--- src/rtl/edsac_btn_pkg.sv ---
// Shared bit map and default widths for the EDSAC button/switch conditioner.
package edsac_btn_pkg;

  localparam int N_PUSH_DEF   = 5;
  localparam int N_TOGGLE_DEF = 18;

  localparam int BTN_RESUME    = 0;
  localparam int BTN_SINGLE_EP = 1;
  localparam int BTN_START     = 2;
  localparam int BTN_STOP      = 3;
  localparam int BTN_EXTENDED  = 4;

  localparam int TGL_O1       = 0;
  localparam int TGL_O2       = 1;
  localparam int TGL_O3       = 2;
  localparam int TGL_O4       = 3;
  localparam int TGL_O5       = 4;
  localparam int TGL_O6       = 5;
  localparam int TGL_O7       = 6;
  localparam int TGL_O8       = 7;
  localparam int TGL_O9       = 8;
  localparam int TGL_O10      = 9;
  localparam int TGL_O11      = 10;
  localparam int TGL_O12      = 11;
  localparam int TGL_O13      = 12;
  localparam int TGL_O14      = 13;
  localparam int TGL_O15      = 14;
  localparam int TGL_O16      = 15;
  localparam int TGL_O17      = 16;
  localparam int TGL_ENG_MODE = 17;

endpackage

--- src/rtl/edsac_debounce_bit.sv ---
// One input: 2-FF synchroniser, tick-sampled history and hysteretic level
// register. rise/fall are strobes for the edge on which level changes.
module edsac_debounce_bit
  import edsac_btn_pkg::*;
#(
  parameter int STABLE_SAMPLES = 8,
  parameter bit INVERT         = 1'b0
) (
  input  logic clk,
  input  logic rst_n,
  input  logic raw,
  input  logic tick,
  input  logic update,
  input  logic load,
  output logic level,
  output logic rise,
  output logic fall
);

  logic                      sync_1;
  logic                      sync_2;
  logic                      sync_val;
  logic [STABLE_SAMPLES-2:0] hist;
  logic [STABLE_SAMPLES-1:0] window;
  logic                      all_one;
  logic                      all_zero;

  assign sync_val = INVERT ? ~sync_2 : sync_2;
  // Only the newest S-1 samples plus the live synchronised value decide.
  assign window   = {hist, sync_val};
  assign all_one  = &window;
  assign all_zero = ~|window;
  assign rise     = update & all_one  & ~level;
  assign fall     = update & all_zero &  level;

  always_ff @(posedge clk or negedge rst_n) begin
    if (!rst_n) begin
      sync_1 <= 1'b0;
      sync_2 <= 1'b0;
      hist   <= '0;
      level  <= 1'b0;
    end else begin
      sync_1 <= raw;
      sync_2 <= sync_1;
      if (tick) begin
        hist <= window[STABLE_SAMPLES-2:0];
      end
      if (load) begin
        level <= all_one;
      end else if (rise) begin
        level <= 1'b1;
      end else if (fall) begin
        level <= 1'b0;
      end
    end
  end

endmodule

--- src/rtl/edsac_btn_conditioner.sv ---
// Conditions EDSAC control-panel buttons and toggles: synchronise, debounce
// on a shared sample tick, and emit press/change pulses after startup.
module edsac_btn_conditioner
  import edsac_btn_pkg::*;
#(
  parameter int N_PUSH          = N_PUSH_DEF,
  parameter int N_TOGGLE        = N_TOGGLE_DEF,
  parameter int TICK_DIV        = 250,
  parameter int STABLE_SAMPLES  = 8,
  parameter bit PUSH_ACTIVE_LOW = 1'b0
) (
  input  logic                clk,
  input  logic                rst_n,
  input  logic [N_PUSH-1:0]   push_raw,
  input  logic [N_TOGGLE-1:0] toggle_raw,
  output logic [N_PUSH-1:0]   push_level,
  output logic [N_PUSH-1:0]   push_pulse,
  output logic [N_TOGGLE-1:0] toggle_level,
  output logic [N_TOGGLE-1:0] toggle_changed,
  output logic                ready
);

  localparam int PRE_W = (TICK_DIV > 1) ? $clog2(TICK_DIV) : 1;
  localparam int INH_W = $clog2(STABLE_SAMPLES + 1);

  logic [PRE_W-1:0]    pre_cnt;
  logic [INH_W-1:0]    inh_cnt;
  logic                tick;
  logic                update;
  logic                load;
  logic [N_PUSH-1:0]   push_rise;
  logic [N_PUSH-1:0]   push_fall;
  logic [N_PUSH-1:0]   push_ev;
  logic [N_TOGGLE-1:0] tgl_rise;
  logic [N_TOGGLE-1:0] tgl_fall;

  assign tick   = (pre_cnt == PRE_W'(TICK_DIV - 1));
  assign update = tick & ready;
  // The final startup tick seeds every level from its window, pulse-free.
  assign load   = tick & ~ready & (inh_cnt == INH_W'(STABLE_SAMPLES - 1));

  always_ff @(posedge clk or negedge rst_n) begin
    if (!rst_n) begin
      pre_cnt <= '0;
      inh_cnt <= '0;
      ready   <= 1'b0;
    end else begin
      pre_cnt <= tick ? '0 : pre_cnt + 1'b1;
      if (tick && (inh_cnt != INH_W'(STABLE_SAMPLES))) begin
        inh_cnt <= inh_cnt + 1'b1;
      end
      if (load) begin
        ready <= 1'b1;
      end
    end
  end

  for (genvar i = 0; i < N_PUSH; i++) begin : gen_push
    edsac_debounce_bit #(
      .STABLE_SAMPLES(STABLE_SAMPLES),
      .INVERT        (PUSH_ACTIVE_LOW)
    ) u_deb (
      .clk   (clk),
      .rst_n (rst_n),
      .raw   (push_raw[i]),
      .tick  (tick),
      .update(update),
      .load  (load),
      .level (push_level[i]),
      .rise  (push_rise[i]),
      .fall  (push_fall[i])
    );
  end

  for (genvar i = 0; i < N_TOGGLE; i++) begin : gen_tgl
    edsac_debounce_bit #(
      .STABLE_SAMPLES(STABLE_SAMPLES),
      .INVERT        (1'b0)
    ) u_deb (
      .clk   (clk),
      .rst_n (rst_n),
      .raw   (toggle_raw[i]),
      .tick  (tick),
      .update(update),
      .load  (load),
      .level (toggle_level[i]),
      .rise  (tgl_rise[i]),
      .fall  (tgl_fall[i])
    );
  end

  // Stop wins over resume/single_ep/start on the same edge; extended is independent.
  always_comb begin
    push_ev = push_rise & ~push_fall;
    if (push_ev[BTN_STOP]) begin
      push_ev[BTN_RESUME]    = 1'b0;
      push_ev[BTN_SINGLE_EP] = 1'b0;
      push_ev[BTN_START]     = 1'b0;
    end
  end

  always_ff @(posedge clk or negedge rst_n) begin
    if (!rst_n) begin
      push_pulse     <= '0;
      toggle_changed <= '0;
    end else begin
      push_pulse     <= push_ev;
      toggle_changed <= tgl_rise | tgl_fall;
    end
  end

endmodule

--- config.mk ---
export PLATFORM = sky130hd
export DESIGN_NAME = edsac_btn_conditioner
export DESIGN_NICKNAME = d
export VERILOG_FILES = /design/src/rtl/edsac_btn_pkg.sv /design/src/rtl/edsac_debounce_bit.sv /design/src/rtl/edsac_btn_conditioner.sv
export SDC_FILE = /design/constraint.sdc
export NUM_CORES = 1
export LEC_CHECK = 0
export BUFFER_PORTS_ARGS = -buffer_cell sky130_fd_sc_hd__clkbuf_2
export CAP_MARGIN = 20
export CELL_PAD_IN_SITES_DETAIL_PLACEMENT = 1
export CELL_PAD_IN_SITES_GLOBAL_PLACEMENT = 1
export CORE_MARGIN = 2
export CORE_UTILIZATION = 45
export CTS_CLUSTER_SIZE = 10
export DETAILED_ROUTE_END_ITERATION = 10
export HOLD_SLACK_MARGIN = 0.15
export MAX_ROUTING_LAYER = met4
export PLACE_DENSITY_LB_ADDON = 0.1
export SYNTH_ARGS = -nofsm -noshare
export SYNTH_HDL_FRONTEND = slang
export SYNTH_SLANG_ARGS = --single-unit
export TNS_END_PERCENT = 5
--- constraint.sdc ---
create_clock -name clk -period 1.8 [get_ports clk]
set_clock_uncertainty 0.2 [all_clocks]
set_input_delay 0.18 -clock clk [delete_from_list [all_inputs] [get_ports clk]]
set_output_delay 0.18 -clock clk [all_outputs]
set_load 0.1 [all_outputs]
== Yosys cells after proc, flatten, opt, wreduce, memory -nomap -nowiden ==
Cells that the tools add are included.

* Register bits after elaboration: 266
* Latch bits: 0
* Memory bits (writable): 0
* Bits in read-only memories: 0
* Input bits: 25
* Output and inout port bits: 47
* Logic and storage cells: 388
* Memories: 0

* Add/sub/neg operators: 2
* $mul: 0
* Div/mod/pow operators: 0
* Magnitude comparators: 0
* Equal/unequal tests: 3
* Shift-type cells: 0
* Mux-type cells: 71
* Bitwise gates (word level): 122
* Reduce and logical (&&, ||, !) cells: 93

{| class="wikitable"
|+ Operators by type and width
! cell !! number
|-
| $reduce_and 8->1 || 23
|-
| $reduce_or 8->1 || 23
|-
| $and 1x1->1 || 95
|-
| $mux 1 || 69
|-
| $reduce_bool 3->1 || 23
|-
| $not 1->1 || 24
|-
| $logic_not 1->1 || 23
|-
| $or 18x18->18 || 1
|-
| $add 8x1->8 const B || 1
|-
| $eq 8x8->1 const B || 1
|-
| $mux 8 || 1
|-
| $and 5x5->5 || 1
|-
| $not 5->5 || 1
|-
| $add 4x1->4 const B || 1
|-
| $eq 4x3->1 const B || 1
|-
| $ne 4x4->1 const B || 1
|-
| $mux 3 || 1
|-
| $logic_and 1x1->1 || 1
|}

== Longest topological paths before layout ==
Gate-level depths: netlist of run 1.

* Depth in word-level cells: 7
* Gate-level depth with buffers: 8
* Gate-level depth less buffers: 6

== Hierarchy ==
From an unflattened synthesis of run 1, not the netlist that was laid out.

* Cell total of the unflattened synthesis: 756
* Area total of the unflattened synthesis: 11106.9 µm²

{| class="wikitable"
|+ By module, submodules not included
! module !! times used !! cells an instance !! area each (µm²) !! sequential area each (µm²)
|-
| edsac_debounce_bit || 23 || 28 || 421.7 || 250.2
|-
| edsac_btn_conditioner || 1 || 112 || 1408.9 || 900.9
|}

== Worst setup path before layout of run 1 ==
Ideal clock, no wire load.

* Path kind: flip-flop to flip-flop
* Start: reg ready
* End: reg gen_tgl[0].u_deb.level
* Setup time: 0.121 ns
* Arrival: 1.993 ns
* Required time: 1.479 ns
* Slack: -0.514 ns
* Cell stages (with the launch flop): 7
* Buffers on the path: 2
* Path through: dfrtp_1 > inv_1 > or3_1 > buf_2 > clkbuf_1 > o22ai_1 > nor2_1

* Longest elaborated chain between the ends: 5
* Elaborated cells between the ends (all ways): 11
* Those cells by class: mux (2); bitwise (8); reduce/logical (1)

{| class="wikitable"
|+ Ends and longest elaborated chain
! element !! RTL line !! RTL
|-
| from (decl) || edsac_btn_conditioner.sv:20 || <nowiki>output logic ready</nowiki>
|-
| from (signal assigned) || edsac_btn_conditioner.sv:46 || <nowiki>ready <= 1'b0;</nowiki>
|-
| from (signal assigned) || edsac_btn_conditioner.sv:53 || <nowiki>ready <= 1'b1;</nowiki>
|-
| $and 1x1->1 || edsac_btn_conditioner.sv:38 || <nowiki>assign update = tick & ready;</nowiki>
|-
| $and 1x1->1 (2 in a row) || edsac_debounce_bit.sv:33 || <nowiki>assign rise = update & all_one & ~level;</nowiki>
|-
| $mux 1 || edsac_debounce_bit.sv:50 || <nowiki>end else if (rise) begin</nowiki>
|-
| $mux 1 || edsac_debounce_bit.sv:48 || <nowiki>if (load) begin</nowiki>
|-
| to (signal assigned) || edsac_debounce_bit.sv:49 || <nowiki>level <= all_one;</nowiki>
|-
| to (decl) || edsac_debounce_bit.sv:15 || <nowiki>output logic level,</nowiki>
|}

Several ways; a longest one is shown, not always the timed one.
A chain may end at the register's enable or synchronous reset.

== Worst setup path after layout of run 1 ==
* Start: reg pre_cnt[1]
* End: reg gen_tgl[15].u_deb.hist[5]

* Longest elaborated chain between the ends: 1

{| class="wikitable"
|+ Ends and longest elaborated chain
! element !! RTL line !! RTL
|-
| from (decl) || edsac_btn_conditioner.sv:26 || <nowiki>logic [PRE_W-1:0] pre_cnt;</nowiki>
|-
| from (signal assigned) || edsac_btn_conditioner.sv:48 || <nowiki>pre_cnt <= tick ? '0 : pre_cnt + 1'b1;</nowiki>
|-
| $eq 8x8->1 || edsac_btn_conditioner.sv:37 || <nowiki>assign tick = (pre_cnt == PRE_W'(TICK_DIV - 1));</nowiki>
|-
| to (signal assigned) || edsac_debounce_bit.sv:46 || <nowiki>hist <= window[STABLE_SAMPLES-2:0];</nowiki>
|-
| to (decl) || edsac_debounce_bit.sv:23 || <nowiki>logic [STABLE_SAMPLES-2:0] hist;</nowiki>
|}

Every way passes these cells.

==> results of run 1 <==
## layout by cell type, fill, tap and decap left out, types with 22 or more instances in the layout
cell type,Yosys,routed
buf_4,23,35
nand4b_1,22,22
nor4_1,27,25
mux2_2,163,80
dfrtp_1,266,265
nor3_1,23,23
clkbuf_2,1,46
nand4_1,47,47
mux2_4,0,83
o22ai_1,41,31
dlygate4sd3_1,0,52
nor2_1,52,52
clkbuf_16,0,41
## worst paths after layout
check	startpoint	end	slack, ns	cells past startpoint
max	pre_cnt[1]	gen_tgl[15].u_deb.hist[5]	-0.39	9
min	gen_push[4].u_deb.sync_1	gen_push[4].u_deb.sync_2	0.15	0
max reg2reg	pre_cnt[1]	gen_tgl[15].u_deb.hist[5]	-0.39	9
min reg2reg	gen_push[4].u_deb.sync_1	gen_push[4].u_deb.sync_2	0.15	0
max in group asynchronous	rst_n	gen_push[3].u_deb.hist[6]	0.27	4
min in group asynchronous	rst_n	gen_tgl[0].u_deb.sync_1	0.54	3
## cell type report
class | count | area, µm² | share of cell area [%]
Timing Repair Buffer | 196 | 1990 | 14.3
Sequential cell | 266 | 6660 | 47.9
Tap cell | 319 | 399 | 2.87
Multi-Input combinational cell | 454 | 3990 | 28.7
Inverter | 5 | 18.8 | 0.135
Antenna cell | 1 | 2.50 | 0.0180
Clock buffer | 43 | 841 | 6.05
## kinds of logic after synthesis
logic type,after synthesis,share of synthesized area (%)
multiplexers,163,17.4
adder cells (fa/ha/maj),4,0.474
buffers and inverters,56,3.22
AO/OA/AOI/OAI,74,4.18
flip-flops,266,63.0
XOR/XNOR,5,0.415
AND/OR/NAND/NOR,208,11.3
## power by group
part	switching [mW]	internal, mW	total, mW	leakage (nW)
clock network	2.21	3.16	5.38	0.408
registers	0.0322	6.04	6.07	3.59
logic	0.155	0.142	0.298	2.25
## sequential cells by signal, indices dropped and copies added, names as in the netlist, 5 cells and up
register,flops
push_pulse,5
gen_tgl.u_deb.level,18
gen_push.u_deb.sync_2,5
gen_tgl.u_deb.sync_1,18
pre_cnt,8
gen_push.u_deb.sync_1,5
gen_push.u_deb.hist,35
gen_tgl.u_deb.hist,126
toggle_changed,18
gen_tgl.u_deb.sync_2,18
gen_push.u_deb.level,5
## per-layer routing
metal  part of all wire, %  global-route usage [%]  vias up
met2                    52                    32.8       90
met5                     0                       -        -
met1                    44                    23.7     3644
met4                   1.7                    4.33        0
li1                      -                       -     3222
met3                   2.8                    3.28       35
## timing repair
action,CTS,global route
hold buffers,52,0
pin swaps,4,9
setup endpoints to repair,242,220
endpoints found under the hold margin,293,0
resized for setup,57,102
setup buffers,3,2
gates cloned,2,14
==> results.toml, run 1 <==
[outcome]
status = "finished, violations left"
violations = "setup timing"

[layout]
stdcell_area_um2 = 13900
final_net_count = 983
fillers = 2263
drive_gt1_share_pct = 38.0
fin_util_pct = 59.8
area_growth_pct = 31.7
final_cells = 1284

[synthesis]
avgSynthCellArea_um2 = 13.6
synthTopCellsByCount = "dfrtp_1 (266), mux2_2 (163), nor2_1 (52), nand4_1 (47), o22ai_1 (41)"
synth_area_leaders = "dfrtp_1 (63%), mux2_2 (17%), nand4_1 (2.8%), o22ai_1 (2.4%), nor2_1 (1.8%)"
synthCells = 776
synth-seq-cells = 266
synth.top_cell.area_share_pct = 63.0
yosysMostFrequentCell = "dfrtp_1"
mappedNetlistArea_um2 = 10600
yosys.area.top_type = "dfrtp_1"
yosysWarnings = 0
ys_types = 35
syn-num-nets = 805
synth_ff_type = "dfrtp_1"
ys_seq_area_share_pct = 63.0
synth-edff-count = 0
postSynth.asyncResetShare_pct = 100

[routing]
ant_nets = 0
initialDrtViolationCount = 252
route.detailed.drc = 0
vias = 6991
routedWlPerCell_um = 19.7
drt_pre_antenna_iters = 4
vias_per_cell = 5.44
wl_um = 25300

[placement]
dp_hpwl_um = 14300
placed_cell_area_um2 = 11600
portBuffers = 71
place_congestion = 0.781
dp_cells = 1168
pre_cts_ws_ns = -0.299

[floorplanning]
initial_core_util_pct = 45.4
die_y_um = 157
rows = 56
dieArea_um2 = 24700
ios = 72
core_area_um2 = 23300
die_w_um = 157

[power_and_ir_drop]
irDropWorstVdd_mv = 0.657
power_density_nw_per_um2 = 845
p_total_mw = 11.7
power_leakage_nw = 6.25

[timing]
slew_violations = 0
fin_setup_tns_ns = -66.26
final_hold_viol_count = 0
setup_viol = 218
setup_ws_ns = -0.386
slew_headroom_pct = 62.9
worstMarginPinSlew_ns = 0.557
period_needed_ns = 2.19
fmax_ghz = 0.458
rsz0062_at_grt = "true"
min_period_over_period_pct = 121
hold_slack_ns = 0.148

[clock_network]
root_buffer = "clkbuf_16"
clock_path_buffers = 3
cts_tree = "built"
path_clk_slew_ns = 0.06
clk_latency_ns = 0.54
clock_sinks = 266
cts_htree_levels = 1
cts_buffers = 31

[setup_path]
slowest_delay_ns = 0.38
cp.arrival_ns = 2.41
cp_slowest_cell = "dfrtp_1"
worstPathCellList = "inv_1 > ha_2 > nand3b_1 > buf_6 > nor2_4 > buf_12 > buf_12 > clkbuf_16 > mux2_4"
worst_path_most_repeated_cell = "buf_12"
crit_fanout = 6
critPathKind = "register to register"
worstPathRequired_ns = 2.02
path_delay_family = "buffers and inverters"
critPathCaptureType = "register"
cp-start-kind = "register"
crit_buf_inv = 5

[global_route]
antenna_found_initial = 1
first_global_vias = 7386
grt_pass1_wl_um = 37200
overflow = 0
grt_max_degree = 64
grt.total_usage_pct = 19.1

[run]
cap_viol_max_count = 0

[min_path]
hold_path.class = "register to register"
Power figures use the tool's default switching activity.
==> inputs of run 2 (changes only) <==
GPL_TIMING_DRIVEN = 0   (was unset)
PLACE_DENSITY = 0.83   (was unset)
PLACE_DENSITY_LB_ADDON = unset   (was 0.1)
SETUP_SLACK_MARGIN = 0.2   (was unset)
==> run 2 against run 1 <==
Effect of this change: the flow finishes with violations (hold timing, setup timing); flip-flop and latch count is the same; worst setup slack got worse by 0.010 ns; via count is 13% higher; critical endpoint is now gen_tgl[13].u_deb.level; global-route usage grew 6.8 points; utilization increased by 2.7 points; register-to-register slack is essentially flat; total power is 0.48% higher; first-iteration DRC count is 130% higher; maximum frequency fell by 0.48%; sequential share of layout area shrank 2.0 points.
==> results.toml, run 2 (synthesis gave the netlist of run 1 again) <==
[outcome]
status = "finished, violations left"
violations = "hold timing, setup timing"

[setup_path]
critPathKind = "register to register"
cp-start-kind = "register"
worstPathRequired_ns = 2.05
cp.arrival_ns = 2.45
crit_fanout = 10
critPathCaptureType = "register"

[global_route]
grt_max_degree = 98
grt_busiest_layer = "met2"
first_global_vias = 8589
gr-usage-met2_pct = 43.2
grt.total_usage_pct = 25.9
grt_pass1_wl_um = 48300
use_met3_pct = 3.69
overflow = 0
met1_usage_pct = 31.2
antenna_found_initial = 0

[clock_network]
root_buffer = "clkbuf_16"
path_clk_slew_ns = 0.06
clk_latency_ns = 0.57
cts_htree_levels = 1
cts_tree = "built"
clock_path_buffers = 3
cts_buffers = 30
clock_sinks = 266
cts_hold_buffers = 53

[min_path]
hold_path.class = "input pin to async pin"

[placement]
place_congestion = 0.769
dp_cells = 1168
dp_hpwl_um = 15200
portBuffers = 71

[timing]
worstMarginPinSlew_ns = 0.689
fmax_ghz = 0.455
rsz0062_at_grt = "true"
slew_violations = 0
hold_slack_ns = -0.552
min_period_over_period_pct = 122
setup_ws_ns = -0.396
period_needed_ns = 2.20
setup_viol = 218
final_hold_viol_count = 122
slew_headroom_pct = 54.1

[routing]
drt_pre_antenna_iters = 5
ant_nets = 0
wl_um = 36100
vias = 7869
route.detailed.drc = 0
vias_per_cell = 6.16
initialDrtViolationCount = 578
routedWlPerCell_um = 28.2

[layout]
n_antenna_cell = 0
top_regs = "gen_tgl.u_deb.hist: 126 flops, gen_push.u_deb.hist: 35 flops"
layout_common_cells = "dfrtp_1 (253), mux2_4 (86), mux2_2 (77), dlygate4sd3_1 (53), nor2_1 (51)"
drive_gt1_share_pct = 42.8
largest_register = "gen_tgl.u_deb.hist"
final_common_cell = "dfrtp_1"
final_cells = 1278
final_net_count = 986
area_growth_pct = 37.6
largest_reg_flops = 126

[power_and_ir_drop]
power_density_nw_per_um2 = 812
irDropWorstVdd_mv = 0.490
power_leakage_nw = 6.37

[floorplanning]
die_y_um = 157
core_area_um2 = 23300
die_w_um = 157
initial_core_util_pct = 45.4
dieArea_um2 = 24700
rows = 56
ios = 72

[run]
cap_viol_max_count = 0
-- run 2: cell count changes in the layout (fill, tap and decap cells not counted), sizes merged --
cell,delta
clkbuf,-45
buf,+37
clkinv,+2
diode,-1
dlygate4sd3,+1
-- run 2: repair_timing --
item                                   CTS  global route
endpoints found under the hold margin  199           169
buffers inserted                        12             5
gates resized for setup                204           194
setup endpoints to repair              265           256
pin swaps                                8             4
gates cloned                             0             6
-- run 2: layout make-up --
cell class	instances	area, µm²
plain buffers	51	716
clock buffers	32	758
clock inverters	2	21.3
fillers	2153	8730
inverters	5	18.8
multi-input cells	454	4250
flip-flops and latches	266	6680
well taps	319	399
repair buffers	149	1690
-- run 2: per-stage QoR --
step / cell area, µm² / worst slack [ns] / utilization [%] / TNS [ns] / total power [mW]
after global placement: 11400 / -6.04 / 48.8 / -1430.69 / 6.33
after detailed placement: 11400 / -0.798 / 49.1 / -109.23 / 6.35
final: 14500 / -0.396 / 62.5 / -59.75 / 11.8
after CTS: 13600 / -0.295 / 58.5 / -40.52 / 11.6
after floorplan: 10600 / -0.160 / - / -17.11 / 6.17
after global routing: 14500 / -0.445 / 62.5 / -67.92 / 12.1
-- run 2: report_power, final --
group / switching, mW / internal [mW]
clock network: 2.52 / 2.94
registers: 0.0434 / 6.03
logic: 0.156 / 0.114
-- run 2: worst paths after layout --
path | start | endpoint | slack, ns | cells after the start
max | pre_cnt[1] | gen_tgl[13].u_deb.level | -0.40 | 9
min in group clk | gen_push[2].u_deb.sync_1 | gen_push[2].u_deb.sync_2 | 0.15 | 0
min | rst_n | push_pulse[3] | -0.55 | 1
min reg2reg | gen_push[2].u_deb.sync_1 | gen_push[2].u_deb.sync_2 | 0.15 | 0
max in group asynchronous | rst_n | gen_push[1].u_deb.level | 0.59 | 3
max reg2reg | pre_cnt[1] | gen_tgl[13].u_deb.level | -0.40 | 9
-- run 2: metal layers --
metal / share of wire (%) / vias up / wire length [µm]
met4: 4.9 / 0 / 1770
li1: - / 3210 / -
met5: 0 / - / 0
met2: 51 / 371 / 18500
met1: 39 / 4160 / 14000
met3: 5.0 / 128 / 1800
-- run 2: critical path, stage by stage (launching register included) --
cell and delay [ns]:
dfrtp_1 0.40, inv_2 0.08, ha_4 0.11, nand3b_1 0.10, buf_6 0.16, or4_4 0.43, buf_8 0.16, buf_8 0.16
o22ai_4 0.18, nor2_2 0.08
==> inputs of run 3 (changes only) <==
CORE_UTILIZATION = 47   (was 45)
CTS_BUF_LIST = sky130_fd_sc_hd__clkbuf_8   (was unset)
PLACE_DENSITY = 0.86   (was 0.83)
clock period = 1.9 ns   (was 1.8 ns; I/O delays follow)
==> run 3 against run 2 <==
Effect of this change: the flow still finishes with violations (hold timing, setup timing); cell area shrank 4.6%; register-to-register slack lost 0.07 ns; combinational power shrank 7.7%; utilization grew 0.65 points; total power shrank 5.1%; critical endpoint is now inh_cnt[3]; largest cell class unchanged; largest power group unchanged.
==> results.toml, run 3 (synthesis gave the netlist of run 1 again) <==
[clock_network]
cts_tree = "built"
clock_sinks = 266
cts_buffers = 44
root_buffer = "clkbuf_8"
path_clk_slew_ns = 0.07
cts_htree_levels = 2
clock_path_buffers = 3
cts_hold_buffers = 49
clk_latency_ns = 0.57

[layout]
multi_input_area_um2 = 3960
final_net_count = 987
seq_area_um2 = 6670
layout_common_cells = "dfrtp_1 (259), mux2_2 (144), clkbuf_8 (56), dlygate4sd3_1 (49), nor2_1 (48)"
final_common_cell = "dfrtp_1"
area_growth_pct = 31.2
fillers = 2020
largest_reg_flops = 126
top_regs = "gen_tgl.u_deb.hist: 126 flops, gen_push.u_deb.hist: 35 flops"
largest_register = "gen_tgl.u_deb.hist"
final_cells = 1271
drive_gt1_share_pct = 41.8

[setup_path]
slowest_delay_ns = 0.43
cp_slowest_cell = "dfrtp_1"
cp-start-kind = "register"
path_delay_family = "simple AND/OR/NAND/NOR gates"
timing.rr.start = "pre_cnt[0]"
worstPathCellList = "ha_1 > nand3b_1 > buf_6 > nor2_4 > buf_6 > buf_8 > and4_1 > xor2_1"
worstPathRequired_ns = 2.15
r2r_end = "inh_cnt[3]"
crit_fanout = 10
crit_buf_inv = 3
critPathKind = "register to register"
r2r_slack_ns = -0.47
cp.arrival_ns = 2.62
critPathCaptureType = "register"
rr_worst_depth = 8
worst_path_most_repeated_cell = "buf_6"

[routing]
ant_nets = 0
route.detailed.drc = 0
vias = 8070
routedWlPerCell_um = 28.8
drt_pre_antenna_iters = 7
wl_um = 36600
initialDrtViolationCount = 734
vias_per_cell = 6.35

[power_and_ir_drop]
power_leakage_nw = 6.30
p_clk_share_pct = 46.4
irDropWorstVdd_mv = 0.446
p_int_mw = 8.47
seqPwrFrac_pct = 51.4
power_density_nw_per_um2 = 808
netSwitchingFraction_pct = 24.3
share_comb_of_total_power_pct = 2.2
p_switching_mw = 2.72

[timing]
final_hold_viol_count = 8
slew_headroom_pct = 61.6
slew_violations = 0
worstMarginPinSlew_ns = 0.576
setup_viol = 218
setup_ws_ns = -0.467
hold_slack_ns = -0.0107
period_needed_ns = 2.37
rsz0062_at_grt = "true"
fmax_ghz = 0.422
fin_setup_tns_ns = -68.39
min_period_over_period_pct = 125

[placement]
place_congestion = 0.778
dp_hpwl_um = 16000
dp_cells = 1129
portBuffers = 71
pre_cts_ws_ns = -0.692

[outcome]
status = "finished, violations left"
violations = "hold timing, setup timing"

[global_route]
grt.total_usage_pct = 29.7
grt_pass1_wl_um = 52200
grt_max_degree = 107
antenna_found_initial = 1
first_global_vias = 8758
overflow = 0

[min_path]
hold_path.class = "input pin to async pin"

[floorplanning]
dieArea_um2 = 23700
ios = 72
rows = 54
die_y_um = 154
die_w_um = 154
initial_core_util_pct = 48.1
core_area_um2 = 22000

[run]
cap_viol_max_count = 0
-- run 3: worst register-to-register path, delay by kind of cell, from the launching register on --
| kind | cells | cell delay [ns] |
|---|---|---|
| xor+xnor | 1 | 0.24 |
| fa+ha+maj | 1 | 0.21 |
| buf+inv | 3 | 0.54 |
| flops | 1 | 0.43 |
| simple gates | 3 | 0.64 |
-- run 3: worst max-delay path by stage --
stage | startpoint | to | cells past startpoint
after CTS | pre_cnt[1] | gen_push[4].u_deb.level | 9
after global routing | pre_cnt[1] | inh_cnt[3] | 9
final | pre_cnt[0] | inh_cnt[3] | 8
after detailed placement | pre_cnt[1] | gen_push[4].u_deb.level | 7
after floorplan | ready | gen_tgl[14].u_deb.level | 5
after global placement | rst_n | ready | 1
-- run 3: final cells by class --
cell class / count / area share [%]
inverters: 5 / 0.135
diodes: 1 / 0.0181
repair buffers: 136 / 10.3
multi-input cells: 454 / 28.6
clock buffers: 53 / 5.26
clock inverters: 25 / 0.921
well taps: 280 / 2.53
flip-flops and latches: 266 / 48.1
plain buffers: 51 / 4.14
-- run 3: per-stage QoR --
stage / area [µm²] / utilization, % / power (mW)
2_1_floorplan: 10600 / - / 5.85
3_3_place_gp: 11300 / 51.5 / 6.00
3_5_place_dp: 11400 / 51.8 / 6.02
4_1_cts: 13500 / 61.4 / 11.0
5_1_grt: 13900 / 63.1 / 11.5
6_report: 13900 / 63.1 / 11.2
-- run 3: power groups by stage --
stage          clock network [mW]  registers, mW  logic, mW
3_5_place_dp                    0           5.85      0.167
5_1_grt                      5.46           5.75      0.280
3_3_place_gp                    0           5.85      0.147
2_1_floorplan                   0           5.84     0.0112
4_1_cts                      4.99           5.75      0.245
6_report                     5.20           5.75      0.250
-- run 3: metal layers --
layer  vias up  global-route usage, %  share of wire, %
li1       3240                      -                 -
met5         -                      -                 0
met4         0                   14.9               5.3
met2       407                   49.3                50
met1      4259                   34.9                39
met3       164                   5.36               5.9
-- run 3: what timing repair did --
item,4_1_cts,5_1_grt
endpoints found under the setup margin,265,243
buffers inserted,9,4
hold endpoints to repair,291,68
gates cloned,0,1
pin swaps,4,3
gates resized for setup,190,69
